### src/rtl/uart_pkg.sv
// Shared UART definitions: FSM states, baud tables, parity modes.
// Used by both the TX and RX paths so they agree on timing.
package uart_pkg;
  localparam int CNT_W = 13;

  localparam int PAR_NONE = 0;
  localparam int PAR_EVEN = 1;
  localparam int PAR_ODD  = 2;

  typedef enum logic [2:0] {
    ST_IDLE,
    ST_START,
    ST_DATA,
    ST_PARITY,
    ST_STOP
  } uart_state_e;

  function automatic logic [CNT_W-1:0] baud_period(
    input logic [2:0] sel
  );
    case (sel)
      3'd0:    baud_period = 13'd100;
      3'd1:    baud_period = 13'd200;
      3'd2:    baud_period = 13'd400;
      3'd3:    baud_period = 13'd600;
      3'd4:    baud_period = 13'd1200;
      3'd5:    baud_period = 13'd2400;
      default: baud_period = 13'd4800;
    endcase
  endfunction

  // 1.5 bit periods: RX samples mid-bit after the start edge
  function automatic logic [CNT_W-1:0] baud_period_1p5(
    input logic [2:0] sel
  );
    case (sel)
      3'd0:    baud_period_1p5 = 13'd150;
      3'd1:    baud_period_1p5 = 13'd300;
      3'd2:    baud_period_1p5 = 13'd600;
      3'd3:    baud_period_1p5 = 13'd900;
      3'd4:    baud_period_1p5 = 13'd1800;
      3'd5:    baud_period_1p5 = 13'd3600;
      default: baud_period_1p5 = 13'd7200;
    endcase
  endfunction
endpackage

### src/rtl/uart_bit_timer.sv
// Bit-period counter: counts 0..P-1, pulses bit_end_o on P-1.
// restart_i holds the count at zero (idle or re-sync).
import uart_pkg::*;

module uart_bit_timer (
  input  logic             clk_i,
  input  logic             rst_ni,
  input  logic             restart_i,
  input  logic [CNT_W-1:0] period_i,
  output logic             bit_end_o
);
  logic [CNT_W-1:0] cnt_q;
  logic [CNT_W-1:0] cnt_d;

  assign bit_end_o = !restart_i &&
    (cnt_q == period_i - CNT_W'(1));

  // next count: wrap at bit end, clear on restart
  always_comb begin
    cnt_d = cnt_q + CNT_W'(1);
    if (restart_i || bit_end_o) cnt_d = '0;
  end

  // count register
  always_ff @(posedge clk_i or negedge rst_ni) begin
    if (!rst_ni) cnt_q <= '0;
    else         cnt_q <= cnt_d;
  end
endmodule

### src/rtl/char_t.sv
// UART transmitter: start, 8 data LSB first, opt parity, stops.
// Character and bit period are latched at accept.
import uart_pkg::*;

module char_t #(
  parameter int PARITY    = 0,
  parameter int STOP_BITS = 1
) (
  input  logic       i_clk,
  input  logic       i_rst,
  input  logic [2:0] i_baud,
  input  logic [7:0] i_char,
  input  logic       i_valid,
  output logic       o_ready,
  output logic       o_tx,
  output logic       o_busy,
  output logic       o_finished
);
  localparam int PMODE =
    (PARITY == PAR_EVEN || PARITY == PAR_ODD) ?
    PARITY : PAR_NONE;
  localparam logic PAR_EN  = (PMODE != PAR_NONE);
  localparam logic PAR_INV = (PMODE == PAR_ODD);
  localparam logic [2:0] STOP_LAST =
    (STOP_BITS == 2) ? 3'd1 : 3'd0;

  uart_state_e      state_q, state_d;
  logic [7:0]       char_q, char_d;
  logic [CNT_W-1:0] per_q, per_d;
  logic [2:0]       idx_q, idx_d;
  logic             tx_q, tx_d;
  logic             fin_q, fin_d;
  logic             restart;
  logic             bit_end;

  assign restart = (state_q == ST_IDLE);

  uart_bit_timer u_timer (
    .clk_i     (i_clk),
    .rst_ni    (i_rst),
    .restart_i (restart),
    .period_i  (per_q),
    .bit_end_o (bit_end)
  );

  // next-state and next tx level, computed one cycle ahead
  always_comb begin
    state_d = state_q;
    char_d  = char_q;
    per_d   = per_q;
    idx_d   = idx_q;
    tx_d    = tx_q;
    fin_d   = 1'b0;
    case (state_q)
      ST_IDLE: begin
        tx_d = 1'b1;
        if (i_valid) begin
          char_d  = i_char;
          per_d   = baud_period(i_baud);
          idx_d   = 3'd0;
          tx_d    = 1'b0;
          state_d = ST_START;
        end
      end
      ST_START: begin
        if (bit_end) begin
          state_d = ST_DATA;
          idx_d   = 3'd0;
          tx_d    = char_q[0];
        end
      end
      ST_DATA: begin
        if (bit_end) begin
          if (idx_q == 3'd7) begin
            idx_d = 3'd0;
            if (PAR_EN) begin
              state_d = ST_PARITY;
              tx_d    = (^char_q) ^ PAR_INV;
            end else begin
              state_d = ST_STOP;
              tx_d    = 1'b1;
            end
          end else begin
            idx_d = idx_q + 3'd1;
            tx_d  = char_q[idx_d];
          end
        end
      end
      ST_PARITY: begin
        if (bit_end) begin
          state_d = ST_STOP;
          idx_d   = 3'd0;
          tx_d    = 1'b1;
        end
      end
      ST_STOP: begin
        if (bit_end) begin
          if (idx_q == STOP_LAST) begin
            state_d = ST_IDLE;
            idx_d   = 3'd0;
            fin_d   = 1'b1;
          end else begin
            idx_d = idx_q + 3'd1;
          end
        end
      end
      default: begin
        state_d = ST_IDLE;
        tx_d    = 1'b1;
      end
    endcase
  end

  // state and datapath registers; tx resets high at once
  always_ff @(posedge i_clk or negedge i_rst) begin
    if (!i_rst) begin
      state_q <= ST_IDLE;
      char_q  <= '0;
      per_q   <= '0;
      idx_q   <= '0;
      tx_q    <= 1'b1;
      fin_q   <= 1'b0;
    end else begin
      state_q <= state_d;
      char_q  <= char_d;
      per_q   <= per_d;
      idx_q   <= idx_d;
      tx_q    <= tx_d;
      fin_q   <= fin_d;
    end
  end

  assign o_ready    = (state_q == ST_IDLE);
  assign o_busy     = (state_q != ST_IDLE);
  assign o_tx       = tx_q;
  assign o_finished = fin_q;
endmodule

### config.mk
export PLATFORM = sky130hd
export DESIGN_NAME = char_t
export DESIGN_NICKNAME = d
export VERILOG_FILES = /design/src/rtl/uart_pkg.sv /design/src/rtl/uart_bit_timer.sv /design/src/rtl/char_t.sv
export SDC_FILE = /design/constraint.sdc
export NUM_CORES = 1
export LEC_CHECK = 0
export CAP_MARGIN = 15
export CORE_ASPECT_RATIO = 0.9
export CORE_MARGIN = 5
export CORE_UTILIZATION = 55
export CTS_BUF_LIST = sky130_fd_sc_hd__clkbuf_8 sky130_fd_sc_hd__clkbuf_16
export DETAILED_ROUTE_END_ITERATION = 8
export MAX_ROUTING_LAYER = met4
export PLACE_DENSITY = 0.76
export SLEW_MARGIN = 15
export SYNTH_ARGS = -nofsm -noshare
export SYNTH_HDL_FRONTEND = slang
export SYNTH_SLANG_ARGS = --single-unit
### constraint.sdc
create_clock -name i_clk -period 3.2 [get_ports i_clk]
set_input_delay 0.48 -clock i_clk [delete_from_list [all_inputs] [get_ports i_clk]]
set_output_delay 0.48 -clock i_clk [all_outputs]
set_load 0.01 [all_outputs]
-- Yosys cells after proc, flatten, opt, wreduce, memory -nomap -nowiden
Index checks and enable logic that the tools add are counted.
- add/subtract/negate cells: 3
- $lt $le $gt $ge: 1
- eq/ne operators: 19
- mux-type cells: 28
- bitwise operators: 1
- reduce and logical (&&, ||, !) cells: 13
- operators by type and width (operator ; number):
    $pmux W13 S6 ; 1
    $mux W3 ; 13
    $pmux W3 S5 ; 1
    $add A13 B1 Y13 const B ; 1
    $eq A13 B13 Y1 ; 1
    $mux W13 ; 1
    $sub A13 B1 Y13 const B ; 1
    $eq A3 B2 Y1 const B ; 4
    $eq A3 B3 Y1 const B ; 4
    $pmux W3 S4 ; 1
    $ne A2 B1 Y1 const B ; 5
    $logic_not A3 Y1 ; 3
    $mux W1 ; 9
    $reduce_and A7 Y1 ; 1
    $eq A3 B1 Y1 const B ; 2
    $ne A2 B2 Y1 const B ; 3
    $pmux W1 S5 ; 1
    $reduce_and A5 Y1 ; 1
    $lt A3 B4 Y1 const B ; 1
    $reduce_and A4 Y1 ; 1
    $reduce_bool A4 Y1 ; 1
    $add A3 B1 Y3 const B ; 1
    $bmux W1 S3 ; 1
    $reduce_bool A3 Y1 ; 1
    6 further kinds ; 6
- register bits: 42
- bits of input ports: 14
- output and inout port bits: 4

-- Depth between registers and ports, before layout
Gate-level depths: netlist (run 1).
- depth in word-level cells: 6
- depth in mapped cells: 11
- gate-level depth less buffers: 9

-- Cells and area by module
A second synthesis (run 1) with hierarchy kept.
- cell total of the unflattened synthesis: 266
- area total of the unflattened synthesis: 2620.0 µm²
- by module, submodules not included (module ; instances ; cells an instance ; area each (µm²) ; seq. area each (µm²)):
    char_t ; 1 ; 133 ; 1427.6 ; 676.9
    uart_bit_timer ; 1 ; 133 ; 1192.4 ; 325.3

-- Least setup slack after synthesis (run 1)
Ideal clock, no wire load.
- kind: register -> register
- start: reg per_q[2]
- end: reg state_q[1]
- library setup time: 0.078 ns
- data arrival time: 2.818 ns
- path slack: 0.304 ns
- cell stages (with the launch flop): 11
- buffers on the path: 1
- clock period less this slack: 2.896 ns
- path through: dfrtp_1 > inv_1 > ha_1 > or4b_1 > buf_2 > o21a_1 > nor4_4 > nor3_1 > or4_4 > or3_1 > a21oi_1
- cells in the longest elaborated chain, start to end: 5
- elaborated cells between the ends (all ways): 8
- ends and longest elaborated chain (element ; RTL line ; text):
    from (decl) ; char_t.sv:29 ; logic [CNT_W-1:0] per_q, per_d;
    from (signal assigned) ; char_t.sv:126 ; per_q <= per_d;
    $sub A13 B1 Y13 (*) ; uart_bit_timer.sv:16 ; (cnt_q == period_i - CNT_W'(1));
    $eq A13 B13 Y1 (*) ; uart_bit_timer.sv:16 ;
    $logic_and A1 B1 Y1 (*) ; uart_bit_timer.sv:15 ; assign bit_end_o = !restart_i &&
    $ne A2 B1 Y1 (no source line) ; -- ;
    $reduce_and A7 Y1 (no source line) (*) ; -- ;
    to (signal assigned) ; char_t.sv:124 ; state_q <= state_d;
    to (decl) ; char_t.sv:27 ; uart_state_e state_q, state_d;
Mark *: on every way between the ends. The rest lies on a longest branch, timed or not.
A chain may end at the register's enable or synchronous reset.

-- Worst setup path after layout (run 1)
Same ends and word-level chain as after synthesis.

==> results of run 1 <==
-- power breakdown --
group / internal [W] / switching (W) / leakage, nW / total (W)
clock: 0.000307 / 0.000168 / 0.0642 / 0.000475
sequential: 0.000505 / 0 / 0.530 / 0.000505
combinational: 0.0000166 / 0.0000195 / 0.673 / 0.0000361
total: 0.000829 / 0.000188 / 1.27 / 0.00102
-- layout by cell type (no fill, tap or decap), drive strengths merged, types with 3 or more instances in the layout --
cell / n
dfrtp: 39
nand2: 24
nor2: 22
clkdlybuf4s50: 16
inv: 12
xor2: 12
o21ai: 12
mux2: 12
xnor2: 10
a21oi: 9
nand3: 8
and3: 8
nor3: 6
o31ai: 6
ha: 5
clkbuf: 5
buf: 5
nor4: 5
or3: 4
nand2b: 4
a31oi: 4
mux2i: 4
o211ai: 3
o22ai: 3
or4: 3
-- timing repair --
action	CTS	global route
gates resized for setup	0	1
setup buffers	0	0
endpoints found under the setup margin	0	11
-- how the worst min path moves through the flow --
stage | end | start | slack (ps)
floorplan | char_q[0] | i_rst | 180
detailed placement | u_timer.cnt_q[0] | u_timer.cnt_q[0] | 480
finish | per_q[5] | i_rst | 320
CTS | per_q[8] | i_rst | 350
global route | per_q[7] | i_rst | 390
global placement | u_timer.cnt_q[0] | u_timer.cnt_q[0] | 480
-- worst reg2reg max path, cell delays in order (launching register included) --
cell and delay, ps:
dfrtp_1 440, inv_1 80, ha_1 150, or4b_1 550, o21a_1 270, nor4_4 260, nor3_1 130, or4_4 580
or3_1 330, a21oi_1 160
-- routing by layer --
| layer | wire length [µm] | track usage [%] | vias up | part of all wire (%) |
|---|---|---|---|---|
| met5 | 0 | - | - | 0 |
| met4 | 57 | 5.153 | 0 | 1.2 |
| li1 | - | - | 932 | - |
| met1 | 2461 | 26.37 | 875 | 51 |
| met2 | 2139 | 28.04 | 31 | 44 |
| met3 | 176 | 3.846 | 7 | 3.6 |
-- metrics by stage --
stage | hold slack (ps) | util (%)
detailed placement | 483.0 | 62.73
CTS | 347.5 | 65.85
global route | 386.0 | 65.91
finish | 316.6 | 65.91
floorplan | 184.4 | -
global placement | 477.1 | 62.73
-- flip-flops by register name, indices dropped and copies added (netlist names) --
name / cells
o_tx: 1
state_q: 3
idx_q: 3
char_q: 8
per_q: 11
o_finished: 1
u_timer.cnt_q: 13
-- final cells by class --
type                            count  area (µm²)
Tap cell                           48       60.06
Clock buffer                        5       68.82
Fill cell                         335        1408
Clock inverter                      2       60.06
Sequential cell                    40        1002
Inverter                           12       45.04
Timing Repair Buffer               21       195.2
Multi-Input combinational cell    189        1290
-- kinds of logic after synthesis --
family	after synthesis	share of synthesized area, %
compound gates	53	14.98
flops	40	42.11
mux	16	7.361
fa+ha+maj	5	2.629
simple gates	93	21.03
xor+xnor	22	8.097
buf+inv	23	3.785
==> flow_summary_export.csv, run 1 <==
group,metric,value,unit
worst_hold_path,hold_path.class,"in -> async",
logic_synthesis,synth_top_cell_by_area,"dfrtp_1",
setup_path,crit_chain,"inv_1 > ha_1 > or4b_1 > o21a_1 > nor4_4 > nor3_1 > or4_4 > or3_1 > a21oi_1",
logic_synthesis,synthTopCellsByCount,"dfrtp_1 (39), nand2_1 (24), nor2_1 (22)",
sta,skew,4.790,ps
floorplanning,start_util,57.64,%
power_and_ir_drop,p_leak,1.268,nW
floorplanning,die_y,72.41,µm
floorplanning,io_pins,18,
logic_synthesis,synth.distinct_cells,49,
global_route,grt_overflow,0,
logic_synthesis,syn_area,2380,µm²
clocking,cts_buffers,5,
sta,fmax,0.3306,GHz
setup_path,reg2reg_depth,9,
global_route,grt_pass1_wl,8.252,mm
setup_path,cp.required,3410,ps
final_layout,final_area,2721,µm²
clocking,clock_path_buffers,2,
sta,setup_slack,174.9,ps
setup_path,cp_slowest_cell,"or4_4",
logic_synthesis,async_flop_share,100.0,%
global_route,grt_pass1_vias,1759,
place,postPlaceCellArea,2590,µm²
logic_synthesis,synth_ff_type,"dfrtp_1",
routing,avgRoutedWirePerCell,15.25,µm
logic_synthesis,syn_inst,252,
routing,finalWirelength,4.834,mm
sta,maxSlewViolCount,0,
global_route,antenna_found_initial,0,
place,io_buffer_count,17,
place,place_congestion,0.9051,
final_layout,drive_gt1_share,13.01,%
setup_path,r2r-end,"state_q[1]",
routing,drt-pass1-iter-count,4,
logic_synthesis,yosysWarningCount,0,
clocking,cts_tree,"done",
logic_synthesis,ys_seq_area_share,42.11,%
sta,slew_headroom,39.25,%
routing,drtIter0Drc,116,
sta,rsz0062_at_grt,"false",
setup_path,startpoint,"per_q[2]",
logic_synthesis,syn_nets,271,
floorplanning,core-area,4129,µm²
final_layout,diodes,0,
final_layout,area_growth,14.35,%
sta,setup_viol,0,
final_layout,fin_nets,288,
clocking,cts_sinks,40,
routing,drc,0,
logic_synthesis,synth_top_area_share,41.01,%
logic_synthesis,synth-seq-cells,40,
sta,hold_violations,0,
global_route,grt_max_degree,41,
final_layout,fin_cells,317,
power_and_ir_drop,ir_worst_vdd,0.2404,mV
clocking,htree_levels,2,
power_and_ir_drop,p_per_area,373.5,nW/µm²
routing,drtAntennaViolNets,0,
setup_path,path_buf_inv,1,
sta,fin_tns_setup,0,ps
logic_synthesis,synth_edf_count,0,
logic_synthesis,avgSynthCellArea,9.444,µm²
floorplanning,die-width,79.34,µm
status,status,"finished, final reports clean",
place,pre_cts_slack,201.0,ps
floorplanning,die_area,5744,µm²
run,maxCapViolations,0,
place,dp.cells,310,
global_route,grt_usage,18.89,%
setup_path,crit_path_max_fanout,6,
routing,vias,1845,
setup_path,path_depth,9,
sta,fin_crit_sh,94.53,%
clocking,clk-insertion-delay-late,290,ps
setup_path,cpPeakStageDelay,580,ps
sta,period_needed,3025,ps
setup_path,crit_family,"simple AND/OR/NAND/NOR gates",
logic_synthesis,synth_most_common_cell,"dfrtp_1",
setup_path,cp-end-kind,"register",
setup_path,startpoint_type,"register",
floorplanning,rows,22,
sta,worstMarginPinSlew,909.1,ps
power_and_ir_drop,power,0.001016,W
setup_path,r2r_slack,170,ps
setup_path,crit_end,"state_q[1]",
place,dp_hpwl,3.497,mm
clocking,hold_buffers,0,
routing,via_per_inst,5.820,
setup_path,worstPathArrival,3230,ps
setup_path,rr_startpoint,"per_q[2]",
clocking,path_clk_slew,70,ps
setup_path,path_class,"reg -> reg",
logic_synthesis,synth.top_cells.by_area,"dfrtp_1 (41%), mux2_2 (5.7%), xor2_1 (4.4%)",
clocking,cts_root_buffer,"clkbuf_8",
Note: power is estimated with default switching activity, not from simulation.
==> run 2: changes to the inputs <==
Settings changed: CAP_MARGIN 15 to default, CTS_BUF_LIST sky130_fd_sc_hd__clkbuf_8 sky130_fd_sc_hd__clkbuf_16 to sky130_fd_sc_hd__clkbuf_16.
==> run 2 against run 1 <==
Against the previous run: cell count unchanged; die area unchanged; critical path depth unchanged; total power increased by 15%; clock-buffer cell count unchanged; design area increased by 2.0%; combinational power about the same; setup slack improved by 20 ps; first-iteration DRC count decreased by 15%; sequential share of layout area decreased by 0.71 points; critical path type unchanged; critical endpoint unchanged.
==> flow_summary_export.csv, run 2 (synthesis results as in run 1) <==
group,metric,value,unit
clocking,cts_buffers,5,
power_and_ir_drop,clockPowerShare,53.6,%
power_and_ir_drop,internal_power,0.0009647,W
clocking,cts_setup_buffers,0,
global_route,grt_pass1_vias,1818,
clocking,path_clk_slew,60,ps
sta,skew,3.408,ps
global_route,use_met2,29.16,%
sta,fin_tns_setup,0,ps
place,io_buffer_count,17,
setup_path,path_class,"reg -> reg",
clocking,cts_resized,0,
global_route,grt_overflow,0,
final_layout,drive_gt1_share,12.64,%
routing,avgRoutedWirePerCell,15.62,µm
global_route,grt_max_degree,41,
sta,setup_slack,194.4,ps
place,pre_cts_slack,201.0,ps
clocking,clk-insertion-delay-late,280,ps
power_and_ir_drop,ir_worst_vdd,0.2775,mV
clocking,cts_sinks,40,
final_layout,layout_common_cells,"dfrtp_1 (39), nand2_1 (24), nor2_1 (22)",
clocking,cts_root_buffer,"clkbuf_16",
sta,fin_crit_sh,93.92,%
global_route,grt_usage,19.22,%
power_and_ir_drop,seqPwrFrac,43.3,%
final_layout,diodes,0,
global_route,grt_util_met1,25.90,%
setup_path,startpoint_type,"register",
floorplanning,die_area,5744,µm²
sta,hold_violations,0,
final_layout,final_area,2775,µm²
power_and_ir_drop,p_sw_share,17.50,%
routing,drc,0,
final_layout,reg.largest.list,"u_timer.cnt_q x13, per_q x11, char_q x8",
worst_hold_path,hold_path.class,"in -> async",
routing,drtIter0Drc,99,
setup_path,cp.required,3400,ps
power_and_ir_drop,power_frac_comb,3.1,%
sta,setup_viol,0,
setup_path,cp-end-kind,"register",
routing,finalWirelength,4.953,mm
clocking,cts_tree,"done",
setup_path,crit_path_max_fanout,6,
floorplanning,io_pins,18,
global_route,antenna_found_initial,0,
global_route,grt_pass1_wl,8.438,mm
clocking,htree_levels,2,
power_and_ir_drop,switchingPower,0.0002046,W
floorplanning,die-width,79.34,µm
run,maxCapViolations,0,
power_and_ir_drop,p_leak,1.294,nW
global_route,gr-usage-met3,4.467,%
place,postPlaceCellArea,2590,µm²
sta,maxSlewViolCount,0,
clocking,hold_buffers,0,
status,status,"finished, final reports clean",
final_layout,nFillCells,325,
routing,via_per_inst,5.858,
floorplanning,core-area,4129,µm²
sta,rsz0062_at_grt,"false",
routing,vias,1857,
clocking,clock_path_buffers,2,
setup_path,worstPathArrival,3200,ps
floorplanning,rows,22,
final_layout,fin_nets,288,
final_layout,largest_reg_flops,13,
routing,drt-pass1-iter-count,4,
routing,drtAntennaViolNets,0,
place,place_congestion,0.9051,
global_route,busiest_layer,"met2",
floorplanning,start_util,57.64,%
sta,worstMarginPinSlew,913.3,ps
sta,fmax,0.3327,GHz
final_layout,final_common_cell,"dfrtp_1",
sta,slew_headroom,38.96,%
floorplanning,die_y,72.41,µm
sta,hold_slack,334.5,ps
final_layout,area_growth,16.61,%
sta,period_needed,3006,ps
final_layout,regMostFlops,"u_timer.cnt_q",
setup_path,r2r_slack,190,ps
power_and_ir_drop,p_per_area,421.3,nW/µm²
place,dp_hpwl,3.497,mm
-- run 2: area by class of cell --
cell class                      count  area (µm²)  share of cell area, %
Clock buffer                        5       125.1                  4.509
Inverter                           12       45.04                  1.623
Multi-Input combinational cell    189        1287                  46.39
Tap cell                           48       60.06                  2.164
Clock inverter                      2       60.06                  2.164
Timing Repair Buffer               21       195.2                  7.033
Sequential cell                    40        1002                  36.11
-- run 2: power by group through the flow --
stage	clock network [W]	registers, W	logic (W)
3_3_place_gp	0	0.000515	0.0000361
6_report	0.000627	0.000506	0.0000362
3_5_place_dp	0	0.000515	0.0000369
4_1_cts	0.000635	0.000506	0.0000369
2_1_floorplan	0	0.000515	0.0000102
5_1_grt	0.000656	0.000506	0.0000409
-- run 2: critical path: stages (launching register included) --
cell and delay, ps:
dfrtp_1 440, inv_1 80, ha_1 150, or4b_1 550, o21a_1 260, nor4_4 250, nor3_1 130, or4_4 580
or3_1 340, a21oi_1 160
-- run 2: final timing paths --
path / startpoint / endpoint / cells past startpoint
max: per_q[2] / state_q[1] / 9
min: i_rst / per_q[5] / 1
max reg2reg: per_q[2] / state_q[1] / 9
min reg2reg: u_timer.cnt_q[0] / u_timer.cnt_q[0] / 1
max in group asynchronous: i_rst / idx_q[1] / 1
min in group i_clk: u_timer.cnt_q[0] / u_timer.cnt_q[0] / 1
-- run 2: per-layer routing --
| metal | share of wire [%] | vias to the layer above | routed length [µm] |
|---|---|---|---|
| li1 | - | 932 | - |
| met1 | 49 | 883 | 2440 |
| met2 | 46 | 36 | 2264 |
| met3 | 4.3 | 6 | 215 |
| met4 | 0.67 | 0 | 33 |
| met5 | 0 | - | 0 |
-- run 2: per-stage QoR --
step	cells	utilization, %	total power, W
after global routing	317	67.21	0.001203
after floorplan	252	-	0.0005254
after global placement	310	62.73	0.0005512
final	317	67.21	0.001169
after detailed placement	310	62.73	0.0005520
after CTS	317	67.21	0.001178
==> patch (config.mk and constraints of run 2) <==
`PARITY`: 0 -> 1.
--- a/src/rtl/char_t.sv
+++ b/src/rtl/char_t.sv
@@ -3,7 +3,7 @@
 import uart_pkg::*;
 
 module char_t #(
-  parameter int PARITY    = 0,
+  parameter int PARITY    = 1,
   parameter int STOP_BITS = 1
 ) (
   input  logic       i_clk,
Formal check against the unedited RTL: same outputs for any inputs over 10 cycles, from zero or initial values and one cycle with i_rst low; that may be too few to reach the edited logic, so the function may still have changed.
==> patch against run 2 <==
Total power shrank 13%. Critical path type unchanged. Area after synthesis grew 0.89%. Wire length shrank 8.6%. Critical endpoint is now idx_q[2]. Largest power group is now sequential cells. Final cell count grew 1.9%. Via count shrank 6.2%. Design area shrank 1.5%. Combinational power shrank 1%. Worst setup slack gained 110 ps. Sequential cell count is the same.
==> patch: results (changes against run 2) <==
- Peak VDD IR: 0.000292 V (was 0.000278 V)
- Ranking of synthesized cells by area: dfrtp_1, xnor2_1, xor2_1, mux2_2, nor2_1 (was dfrtp_1, mux2_2, xor2_1, nand2_1, xnor2_1)
- Net Count, Synth: 269 (was 271)
- WL met1: 2.19 mm (was 2.44 mm)
- Met2 Wirelength: 2.08 mm (was 2.26 mm)
- Arrival @ worst endpoint: 3060 ps (was 3200 ps)
- Status: completed (unchanged)
- Worst hold-check slack: 311 ps (was 335 ps)
- Global-route wire length before repair: 8.09 mm (was 8.44 mm)
- Biggest register: u_timer.cnt_q (unchanged)
- R2R setup slack: 310 ps (was 190 ps)
- Drt initial violations: 87 (was 99)
- Syn_area_per_cell: 9.60 um^2 (was 9.44 um^2)
- Cell Area, Placed: 0.00259 mm^2 (about the same)
- All-Layer GR Usage: 0.184 (was 0.192)
- Worst Path Max Fanout: 7 (was 6)
- Int Power: 806 uW (was 965 uW)
- Commonest cells post-synth: dfrtp_1, nor2_1, nand2_1 (was dfrtp_1, nand2_1, nor2_1)
- Compound-Gate Fraction of Synth Area: 0.0881 (was 0.150)
- Post-detail-place hpwl: 3.29 mm (was 3.50 mm)
- Routed Wire Length: 4.53 mm (was 4.95 mm)
- P_leak: 1.28 nW (was 1.29 nW)
- Clock Skew: 4.50 ps (was 3.41 ps)
- Placed insts: 315 (was 310)
- Post-Synth XOR/XNOR Area: 0.139 (was 0.0810)
- Adder-Cell Fraction of Synth Area: 0.0261 (was 0.0263)
- Seq/Total Area, Yosys: 0.417 (was 0.421)
- Vias in the first global route: 1747 (was 1818)
- Slowest CP cell: or4b_4 (was or4_4)
- Post-Place Setup Slack: 368 ps (was 201 ps)
- Count of different cell masters after synthesis: 43 (was 49)
- Post-synthesis mux area share: 0.0834 (was 0.0736)
- Share of cells above drive strength 1: 0.118 (was 0.126)
- GPL Wtd Cong: 0.904 (was 0.905)
- WL met3: 179 um (was 215 um)
- Max incr delay on CP: 500 ps (was 580 ps)
- Routed len/inst: 14.0 um (was 15.6 um)
- Post-DR vias/cell: 5.39 (was 5.86)
==> patch: cell count changes after synthesis, sizes merged, moves of 4 or more <==
| cell | delta |
|---|---|
| nor2 | +7 |
| nand4 | +4 |
| xor2 | +5 |
| xnor2 | +11 |
| a31oi | -4 |
==> patch: layout make-up <==
class | count | area, um^2
clock buffers | 5 | 125
fillers | 329 | 1420
clock inverters | 3 | 15.0
repair buffers | 19 | 180
multi-input cells | 186 | 1300
inverters | 10 | 37.5
flip-flops and latches | 40 | 1000
well taps | 60 | 75.1
==> patch: worst max path at each step <==
stage	start	endpoint	slack (ps)	depth (start not counted)
2_1_floorplan	per_q[2]	state_q[0]	570	9
6_report	per_q[2]	idx_q[2]	310	9
4_1_cts	per_q[2]	idx_q[2]	310	9
3_5_place_dp	per_q[2]	idx_q[2]	370	9
3_3_place_gp	per_q[2]	state_q[0]	480	9
5_1_grt	per_q[2]	idx_q[2]	80	9
==> patch: power by group through the flow <==
stage	clock network (mW)	logic (mW)	registers, mW
finish	0.478	0.0358	0.506
global route	0.511	0.0403	0.506
CTS	0.486	0.0369	0.506
detailed placement	0	0.0367	0.515
global placement	0	0.0362	0.515
floorplan	0	0.0106	0.515
==> patch: cells by family (layout without fill, tap and decap cells) <==
kind of cell	after synthesis	count (layout)
multiplexers	16	16
adder cells (fa/ha/maj)	5	5
XOR/XNOR	38	38
AND/OR/NAND/NOR	96	96
flip-flops	40	40
buffers and inverters	24	37
AO/OA/AOI/OAI	31	31
==> patch: layer usage <==
metal	track usage	vias up
met5	-	-
met4	0.0725	0
met3	0.0420	7
met2	0.271	31
met1	0.247	823
li1	-	880
